===== src/rtl/cpx_dot_prod_acc.sv =====
// Complex dot-product accumulator: multiplies x by y or by conj(y), sums
// `length` products per frame and emits one scaled, saturated result.
module cpx_dot_prod_acc #(
    parameter int xi_bits             = 12,
    parameter int xq_bits             = 12,
    parameter int yi_bits             = 12,
    parameter int yq_bits             = 12,
    parameter int length              = 5,
    parameter int length_counter_size = 3,
    parameter int sum_i_size          = 32,
    parameter int sum_q_size          = 32,
    parameter int out_i_bits          = 24,
    parameter int out_q_bits          = 24,
    parameter int out_shift           = 0
) (
    input  logic                  clk,
    input  logic                  reset,
    input  logic                  m_axis_x_tvalid,
    input  logic [xi_bits-1:0]    xi,
    input  logic [xq_bits-1:0]    xq,
    input  logic                  m_axis_y_tvalid,
    input  logic [yi_bits-1:0]    yi,
    input  logic [yq_bits-1:0]    yq,
    input  logic                  conj_y,
    output logic                  s_axis_xy_tready,
    input  logic                  m_axis_product_tready,
    output logic                  s_axis_product_tvalid,
    output logic [out_i_bits-1:0] i,
    output logic [out_q_bits-1:0] q,
    output logic                  sat
);

    localparam int W_II = xi_bits + yi_bits;
    localparam int W_QQ = xq_bits + yq_bits;
    localparam int PW   = ((W_II > W_QQ) ? W_II : W_QQ) + 1;
    localparam int LCW  = length_counter_size;

    localparam logic [LCW-1:0] LAST = LCW'(length - 1);
    localparam logic [LCW-1:0] ONE  = LCW'(1);

    localparam logic signed [sum_i_size-1:0] I_MAX =
        {{(sum_i_size - out_i_bits + 1){1'b0}}, {(out_i_bits - 1){1'b1}}};
    localparam logic signed [sum_i_size-1:0] I_MIN = ~I_MAX;
    localparam logic signed [sum_q_size-1:0] Q_MAX =
        {{(sum_q_size - out_q_bits + 1){1'b0}}, {(out_q_bits - 1){1'b1}}};
    localparam logic signed [sum_q_size-1:0] Q_MIN = ~Q_MAX;

    // Handshake and frame bookkeeping
    logic           accept;
    logic           last_in;
    logic           out_hs;
    logic           frame_end;
    logic [LCW-1:0] in_cnt;
    logic [LCW-1:0] cnt;
    logic           outstanding;

    // Stage 1: registered operands
    logic                 s1_v;
    logic                 s1_conj;
    logic signed [PW-1:0] s1_xi;
    logic signed [PW-1:0] s1_xq;
    logic signed [PW-1:0] s1_yi;
    logic signed [PW-1:0] s1_yq;

    // Stage 2: partial products
    logic                 s2_v;
    logic                 s2_conj;
    logic signed [PW-1:0] s2_ii;
    logic signed [PW-1:0] s2_qq;
    logic signed [PW-1:0] s2_iq;
    logic signed [PW-1:0] s2_qi;

    // Stage 3: complex product
    logic                 s3_v;
    logic signed [PW-1:0] s3_pi;
    logic signed [PW-1:0] s3_pq;

    // Accumulation and output scaling
    logic signed [sum_i_size-1:0] acc_i;
    logic signed [sum_q_size-1:0] acc_q;
    logic signed [sum_i_size-1:0] base_i;
    logic signed [sum_q_size-1:0] base_q;
    logic signed [sum_i_size-1:0] sum_i;
    logic signed [sum_q_size-1:0] sum_q;
    logic signed [sum_i_size-1:0] sh_i;
    logic signed [sum_q_size-1:0] sh_q;
    logic                         hi_i;
    logic                         lo_i;
    logic                         hi_q;
    logic                         lo_q;
    logic [out_i_bits-1:0]        res_i;
    logic [out_q_bits-1:0]        res_q;

    assign out_hs    = s_axis_product_tvalid && m_axis_product_tready;
    assign accept    = m_axis_x_tvalid && m_axis_y_tvalid && s_axis_xy_tready;
    assign last_in   = accept && (in_cnt == LAST);
    assign frame_end = s3_v && (cnt == LAST);

    // Hold off a frame's last pair while the previous result is unclaimed
    assign s_axis_xy_tready = !((in_cnt == LAST) && outstanding && !out_hs);

    assign base_i = (cnt == '0) ? '0 : acc_i;
    assign base_q = (cnt == '0) ? '0 : acc_q;
    assign sum_i  = base_i + sum_i_size'(s3_pi);
    assign sum_q  = base_q + sum_q_size'(s3_pq);
    assign sh_i   = sum_i >>> out_shift;
    assign sh_q   = sum_q >>> out_shift;

    assign hi_i = sh_i > I_MAX;
    assign lo_i = sh_i < I_MIN;
    assign hi_q = sh_q > Q_MAX;
    assign lo_q = sh_q < Q_MIN;

    always_comb begin
        res_i = sh_i[out_i_bits-1:0];
        res_q = sh_q[out_q_bits-1:0];
        if (hi_i) res_i = I_MAX[out_i_bits-1:0];
        if (lo_i) res_i = I_MIN[out_i_bits-1:0];
        if (hi_q) res_q = Q_MAX[out_q_bits-1:0];
        if (lo_q) res_q = Q_MIN[out_q_bits-1:0];
    end

    // Datapath registers only move under their stage valid
    always_ff @(posedge clk) begin
        if (accept) begin
            s1_xi   <= PW'($signed(xi));
            s1_xq   <= PW'($signed(xq));
            s1_yi   <= PW'($signed(yi));
            s1_yq   <= PW'($signed(yq));
            s1_conj <= conj_y;
        end
        if (s1_v) begin
            s2_ii   <= s1_xi * s1_yi;
            s2_qq   <= s1_xq * s1_yq;
            s2_iq   <= s1_xi * s1_yq;
            s2_qi   <= s1_xq * s1_yi;
            s2_conj <= s1_conj;
        end
        if (s2_v) begin
            s3_pi <= s2_conj ? (s2_ii + s2_qq) : (s2_ii - s2_qq);
            s3_pq <= s2_conj ? (s2_qi - s2_iq) : (s2_iq + s2_qi);
        end
    end

    always_ff @(posedge clk) begin
        if (reset) begin
            s1_v                  <= 1'b0;
            s2_v                  <= 1'b0;
            s3_v                  <= 1'b0;
            cnt                   <= '0;
            in_cnt                <= '0;
            outstanding           <= 1'b0;
            acc_i                 <= '0;
            acc_q                 <= '0;
            i                     <= '0;
            q                     <= '0;
            sat                   <= 1'b0;
            s_axis_product_tvalid <= 1'b0;
        end else begin
            s1_v <= accept;
            s2_v <= s1_v;
            s3_v <= s2_v;

            if (accept) begin
                in_cnt <= last_in ? '0 : in_cnt + ONE;
            end

            if (last_in) begin
                outstanding <= 1'b1;
            end else if (out_hs) begin
                outstanding <= 1'b0;
            end

            if (s3_v) begin
                acc_i <= sum_i;
                acc_q <= sum_q;
                cnt   <= frame_end ? '0 : cnt + ONE;
            end

            // A new frame end wins over the handshake of the old result
            if (frame_end) begin
                i                     <= res_i;
                q                     <= res_q;
                sat                   <= hi_i || lo_i || hi_q || lo_q;
                s_axis_product_tvalid <= 1'b1;
            end else if (out_hs) begin
                s_axis_product_tvalid <= 1'b0;
            end
        end
    end

endmodule


===== config.mk =====
export PLATFORM = sky130hd
export DESIGN_NAME = cpx_dot_prod_acc
export DESIGN_NICKNAME = d
export VERILOG_FILES = /design/src/rtl/cpx_dot_prod_acc.sv
export SDC_FILE = /design/constraint.sdc
export NUM_CORES = 2
export LEC_CHECK = 0
export ABC_AREA = 1
export CELL_PAD_IN_SITES_DETAIL_PLACEMENT = 0
export CELL_PAD_IN_SITES_GLOBAL_PLACEMENT = 1
export CORE_ASPECT_RATIO = 1.5
export CORE_MARGIN = 3
export CORE_UTILIZATION = 38
export CTS_CLUSTER_SIZE = 8
export DETAILED_ROUTE_END_ITERATION = 12
export PLACE_DENSITY = 0.7
export SLEW_MARGIN = 20
export SYNTH_ARGS = -nofsm -noshare
export SYNTH_HDL_FRONTEND = slang
export SYNTH_SLANG_ARGS = --single-unit
export TNS_END_PERCENT = 1

===== constraint.sdc =====
create_clock -name clk -period 5.24 [get_ports clk]
set_clock_uncertainty 0.1 [all_clocks]
set_input_delay 0.524 -clock clk [delete_from_list [all_inputs] [get_ports clk]]
set_output_delay 0.524 -clock clk [all_outputs]
set_load 0.01 [all_outputs]

-- Word-level counts from Yosys, hierarchy flattened
Cells that the tools add are included.
- multiplexer cells: 13
- equal/unequal tests: 2
- add/subtract/negate cells: 8
- reduce and logical (&&, ||, !) cells: 15
- order comparisons: 4
- multiply operators: 4
- operators with widths (operator ; count):
    12-bit by 12-bit multiplier with 24-bit output ; 4
    24-bit two-way mux ; 4
    32-bit by 25-bit adder with 32-bit output ; 2
    32-bit by 24-bit greater-than comparator with 1-bit output, second input constant ; 2
    32-bit by 24-bit less-than comparator with 1-bit output, second input constant ; 2
    32-bit two-way mux ; 2
    25-bit adder ; 2
    25-bit two-way mux ; 2
    25-bit subtractor ; 2
    1-bit logical AND ; 7
    3-bit by 1-bit adder with 3-bit output, second input constant ; 2
    3-bit == test, second input constant ; 2
    3-bit two-way mux ; 2
    2-bit nonzero test ; 2
    3-bit logical NOT ; 1
    1-bit logical OR ; 3
    1-bit two-way mux ; 3
    1-bit logical NOT ; 2
- output and inout bits: 51
- input port bits: 54
- register bits after elaboration: 324
- word-level logic and storage cells: 70

-- Logic depth before layout (Yosys ltp)
- word-level depth: 7
- mapped depth: 26
- gate-level depth less buffers: 25

-- Least setup slack after synthesis
No wires, ideal clock.
- kind: register to register
- start: register s1_xi[11] (netlist name)
- end: register s2_ii[23], data pin
- cell stages (with the launch flop): 22
- clock period less this slack: 5360 ps
- library setup time: 261 ps
- setup slack: -120 ps
- arrival time: 5000 ps
- required time: 4879 ps
- path buffers: 1
- path through: edfxtp_1 -> clkbuf_1 -> nand2_1 -> fa_1 -> inv_1 -> fa_1 -> inv_1 -> fa_1 -> inv_1 -> fa_1 -> inv_1 -> fa_1 -> inv_1 -> ha_1 -> a21oi_1 -> o21ai_0 -> a21oi_1 -> nand2_1 -> a21oi_1 -> nor2_1 -> nor2_1 -> xor2_1
- word-level cells in the longest chain between the ends: 1
- ends and longest elaborated chain (what ; RTL line ; RTL):
    12-bit by 12-bit multiplier with 24-bit output ; 133 ; s2_ii <= s1_xi * s1_yi;
    to (signal assigned) ; 133 ;
    to (decl) ; 68 ; logic signed [PW-1:0] s2_ii;
No other way between the ends.
A chain may end at the register's enable or synchronous reset.

-- Worst setup path after layout
- start: register s1_yq[0]
- end: register s2_iq[15], data pin
- word-level cells in the longest chain between the ends: 1
- ends and longest elaborated chain (what ; RTL line ; RTL):
    from (decl) ; 63 ; logic signed [PW-1:0] s1_yq;
    from (signal assigned) ; 129 ; s1_yq <= PW'($signed(yq));
    12-bit by 12-bit multiplier with 24-bit output ; 135 ; s2_iq <= s1_xi * s1_yq;
    to (signal assigned) ; 135 ;
    to (decl) ; 70 ; logic signed [PW-1:0] s2_iq;
No other way between the ends.

==> metrics.md <==
| Metric | Value |
|---|---|
| RR Endpoint | `s2_iq[15]` |
| Dpl cells | `6,864` |
| Via count | `32,500` |
| TritonCTS clock tree | `built` |
| H-tree levels | `2` |
| Final Hold Viols | `0` |
| Vias in the first global route | `34,400` |
| Min cycle time layout | `5290 ps` |
| Die Width | `274 um` |
| Mapped cell area | `41,000 um2` |
| DRC | `0` |
| Post-Synth XOR/XNOR Area | `0.0521` |
| Largest family of logic cells by synthesized area | `adder cells` |
| Full die area | `112,000 um2` |
| Core area | `106,000 um2` |
| R2r startpoint | `s1_yq[0]` |
| Slew margin rel. | `0.364` |
| Antenna cells | `0` |
| Clock sink total | `320` |
| WHS | `330 ps` |
| Run status | `finished with violations` |
| Min-delay src | `s1_conj` |
| Syn nets | `6,106` |
| Synth Register Bits | `320` |
| DRT Wirelength | `115,000 um` |
| Synth Area in Simple Gates | `0.176` |
| Routed length on met3 | `3110 um` |
| RePlAce Congestion | `0.872` |
| Detailed-placement wirelength estimate | `94,700 um` |
| CP max stage cell | `fa_1` |
| Pin count of the biggest net entering global routing | `60` |
| Nets | `6,473` |
| EDFF count, synth | `196` |
| Total track usage | `0.208` |
| Post-route ant nets | `0` |
| Cts hold-fix bufs | `0` |
| Drt pass-1 iters | `7` |
| Critical Path Source Type | `register` |
| Worst hold path depth | `0` |
| Total grt overflow | `0` |
| Slew Viols, Final | `0` |
| Routed len/inst | `16.4 um` |
| Slowest stage delay, CP | `540 ps` |
| Mux cell area share after synthesis | `0` |
| Worst-Margin Slew | `953 ps` |
| Initial antenna violation count | `1` |
| Layout cell share with drive strength beyond 1 | `0.109` |
| Final setup viols | `8` |
| RSZ-0062 raised after global routing | `true` |
| Adder-cell share of the synthesized area | `0.369` |
| Crit-path most repeated cell | `inv_1` |
| Crit path arrival time | `5540 ps` |
| Rows | `146` |
| Hold EP | `s2_conj` |
| Via density per instance | `4.67` |
| Post-route setup TNS | `-238 ps` |
| Clk slew on worst S/H paths | `50 ps` |
| Worst path cell trace | `buf_4 -> buf_6 -> buf_12 -> nand2_1 -> fa_1 -> inv_1 -> ha_1 -> inv_1 -> fa_1 -> inv_1 -> fa_1 -> inv_1 -> fa_1 -> inv_1 -> ha_1 -> nand2_2 -> o21ai_2 -> nand2_1 -> o211ai_1 -> a31oi_2 -> buf_4 -> buf_4 -> xnor2_1 -> buf_4` |
| DR iter-0 viols | `1,230` |
| Highest Clock Rate | `189 MHz` |
| Port bufs | `104` |
| Sequential share of the synthesized area | `0.204` |
| Die Y | `408 um` |
| Worst-Skew Late Latency | `610 ps` |
| Fin crit share | `1.01` |
| Root Driver | `clkbuf_16` |
| Crit path max fanout | `11` |
| HP Class | `reg -> reg` |
| Met2 WL | `62,800 um` |
| CP Class | `reg -> reg` |
| Critical path required time | `5490 ps` |
| Worst reg-to-reg path cell count | `24` |
| Synth Warn # | `0` |
| Distinct cells, synth | `47` |
| Violated checks | `setup timing` |
| Met1 WL | `43,900 um` |
| Top Layer Used | `met4` |
| First-pass GRT wire length | `183,000 um` |
| Max Cap Violations | `0` |
| Top delay family on crit path | `adder cells` |
| P&R area growth vs syn | `18.7%` |
| Synth Flop Type | `edfxtp_1` |
| Internal reg-to-reg setup slack | `-50 ps` |
| Synthesized area per cell | `7.92 um2` |
| TritonCTS buffer count | `48` |
| Final worst setup slack | `-48.3 ps` |
| CP bufs+invs | `11` |
| Starting Density | `0.386` |
| CTS max path bufs | `3` |
| Synth async-reset ratio | `0` |
| Cells after Synth | `5,176` |
| IO Count | `105` |
| CP endpoint kind | `register` |
| Finished Layout Cells | `6,971` |
| Synth Area in Compound Gates | `0.0651` |
cell type report:
cell class              instances  area (um2)
flip-flops and latches        320        8380
repair buffers                464        4390
well taps                    1406        1760
clock inverters                 9         101
clock buffers                  63        1300
inverters                    1299        4880
fillers                     10700       57700
multi-input cells            3410       27900
stage by stage:
step / utilization / setup WS [ps] / area, um2
2_1_floorplan: - / 12.6 / 41000
3_3_place_gp: 0.435 / -221 / 46200
3_5_place_dp: 0.435 / -263 / 46200
4_1_cts: 0.451 / -19.7 / 48000
5_1_grt: 0.458 / -230 / 48700
6_report: 0.458 / -48.3 / 48700
worst max-delay path by stage:
stage / from / end / cells past startpoint
global route: s1_yq[0] / s2_qq[23] / 26
floorplan: s1_xi[11] / s2_ii[23] / 21
global placement: s1_xi[11] / s2_iq[21] / 22
finish: s1_yq[0] / s2_iq[15] / 24
detailed placement: s1_yq[11] / s2_qq[23] / 19
CTS: s1_yq[0] / s2_qq[23] / 24
sequential cells by signal, summed over array words and instances, names as in the netlist, 12 cells and up:
| register | cells |
|---|---|
| s2_qi | 24 |
| s1_xi | 12 |
| acc_q | 32 |
| s1_xq | 12 |
| s3_pq | 25 |
| s1_yq | 12 |
| s1_yi | 12 |
| acc_i | 32 |
| s2_iq | 24 |
| s2_ii | 24 |
| i | 24 |
| q | 24 |
| s2_qq | 24 |
| s3_pi | 25 |
cells in the mapped netlist, types with 4 or more instances:
master | n | area (um2)
nand2_1 | 1298 | 4870
inv_1 | 1294 | 4860
fa_1 | 556 | 11100
ha_1 | 320 | 4000
nor2_1 | 274 | 1030
a21oi_1 | 242 | 1210
edfxtp_1 | 196 | 5890
xor2_1 | 172 | 1510
o21ai_0 | 136 | 681
clkbuf_1 | 133 | 499
dfxtp_1 | 124 | 2480
nand3_1 | 122 | 611
xnor2_1 | 70 | 613
nand4_1 | 26 | 163
nor3_1 | 25 | 125
a31oi_1 | 21 | 131
o21ai_1 | 20 | 100
nand2_2 | 19 | 119
o211ai_1 | 15 | 113
o21bai_1 | 14 | 105
a21o_1 | 10 | 75.1
o31ai_1 | 10 | 75.1
or2_2 | 10 | 62.6
a31o_2 | 6 | 52.6
nor2_2 | 6 | 37.5
nor4_1 | 6 | 37.5
buf_4 | 5 | 37.5
nand3_2 | 5 | 50.1
nand3b_1 | 5 | 37.5
buf_2 | 4 | 20.0
placed cells by master (no fill, tap or decap), drive strengths merged, types with 156 or more instances in the layout:
cell type and instances:
nand2 1318, inv 1296, fa 556, buf 360
ha 320, nor2 280, a21oi 247, edfxtp 196
xor2 172, o21ai 156
cells by family (layout without fill, tap and decap cells):
group	after synthesis	count (layout)
AO/OA/AOI/OAI	487	487
adder cells (fa/ha/maj)	876	876
AND/OR/NAND/NOR	1804	1804
XOR/XNOR	243	243
flip-flops	320	320
buffers and inverters	1446	1835
worst register-to-register path, stage by stage, from the launching register on:
cell and delay, ps:
edfxtp_1 430, buf_4 150, buf_6 120, buf_12 130, nand2_1 80, fa_1 540, inv_1 40, ha_1 260
inv_1 50, fa_1 510, inv_1 60, fa_1 530, inv_1 50, fa_1 470, inv_1 40, ha_1 340
nand2_2 100, o21ai_2 210, nand2_1 80, o211ai_1 140, a31oi_2 100, buf_4 150, buf_4 120, xnor2_1 110
buf_4 150
routing by layer:
metal / GRT usage / vias up
met5: 0 / -
met4: 0.0733 / 0
met3: 0.0170 / 166
met2: 0.409 / 505
met1: 0.230 / 15600
li1: - / 16200
what timing repair did:
action,CTS,global route
resized for setup,42,123
gates cloned,1,0
pin swaps,12,41
endpoints found under the setup margin,28,40
setup buffers,23,11
endpoints found under the hold margin,0,0
Power is left out: the tool's default activity adds up to more than one toggle a clock period on the data nets, which glitch-free logic cannot reach.
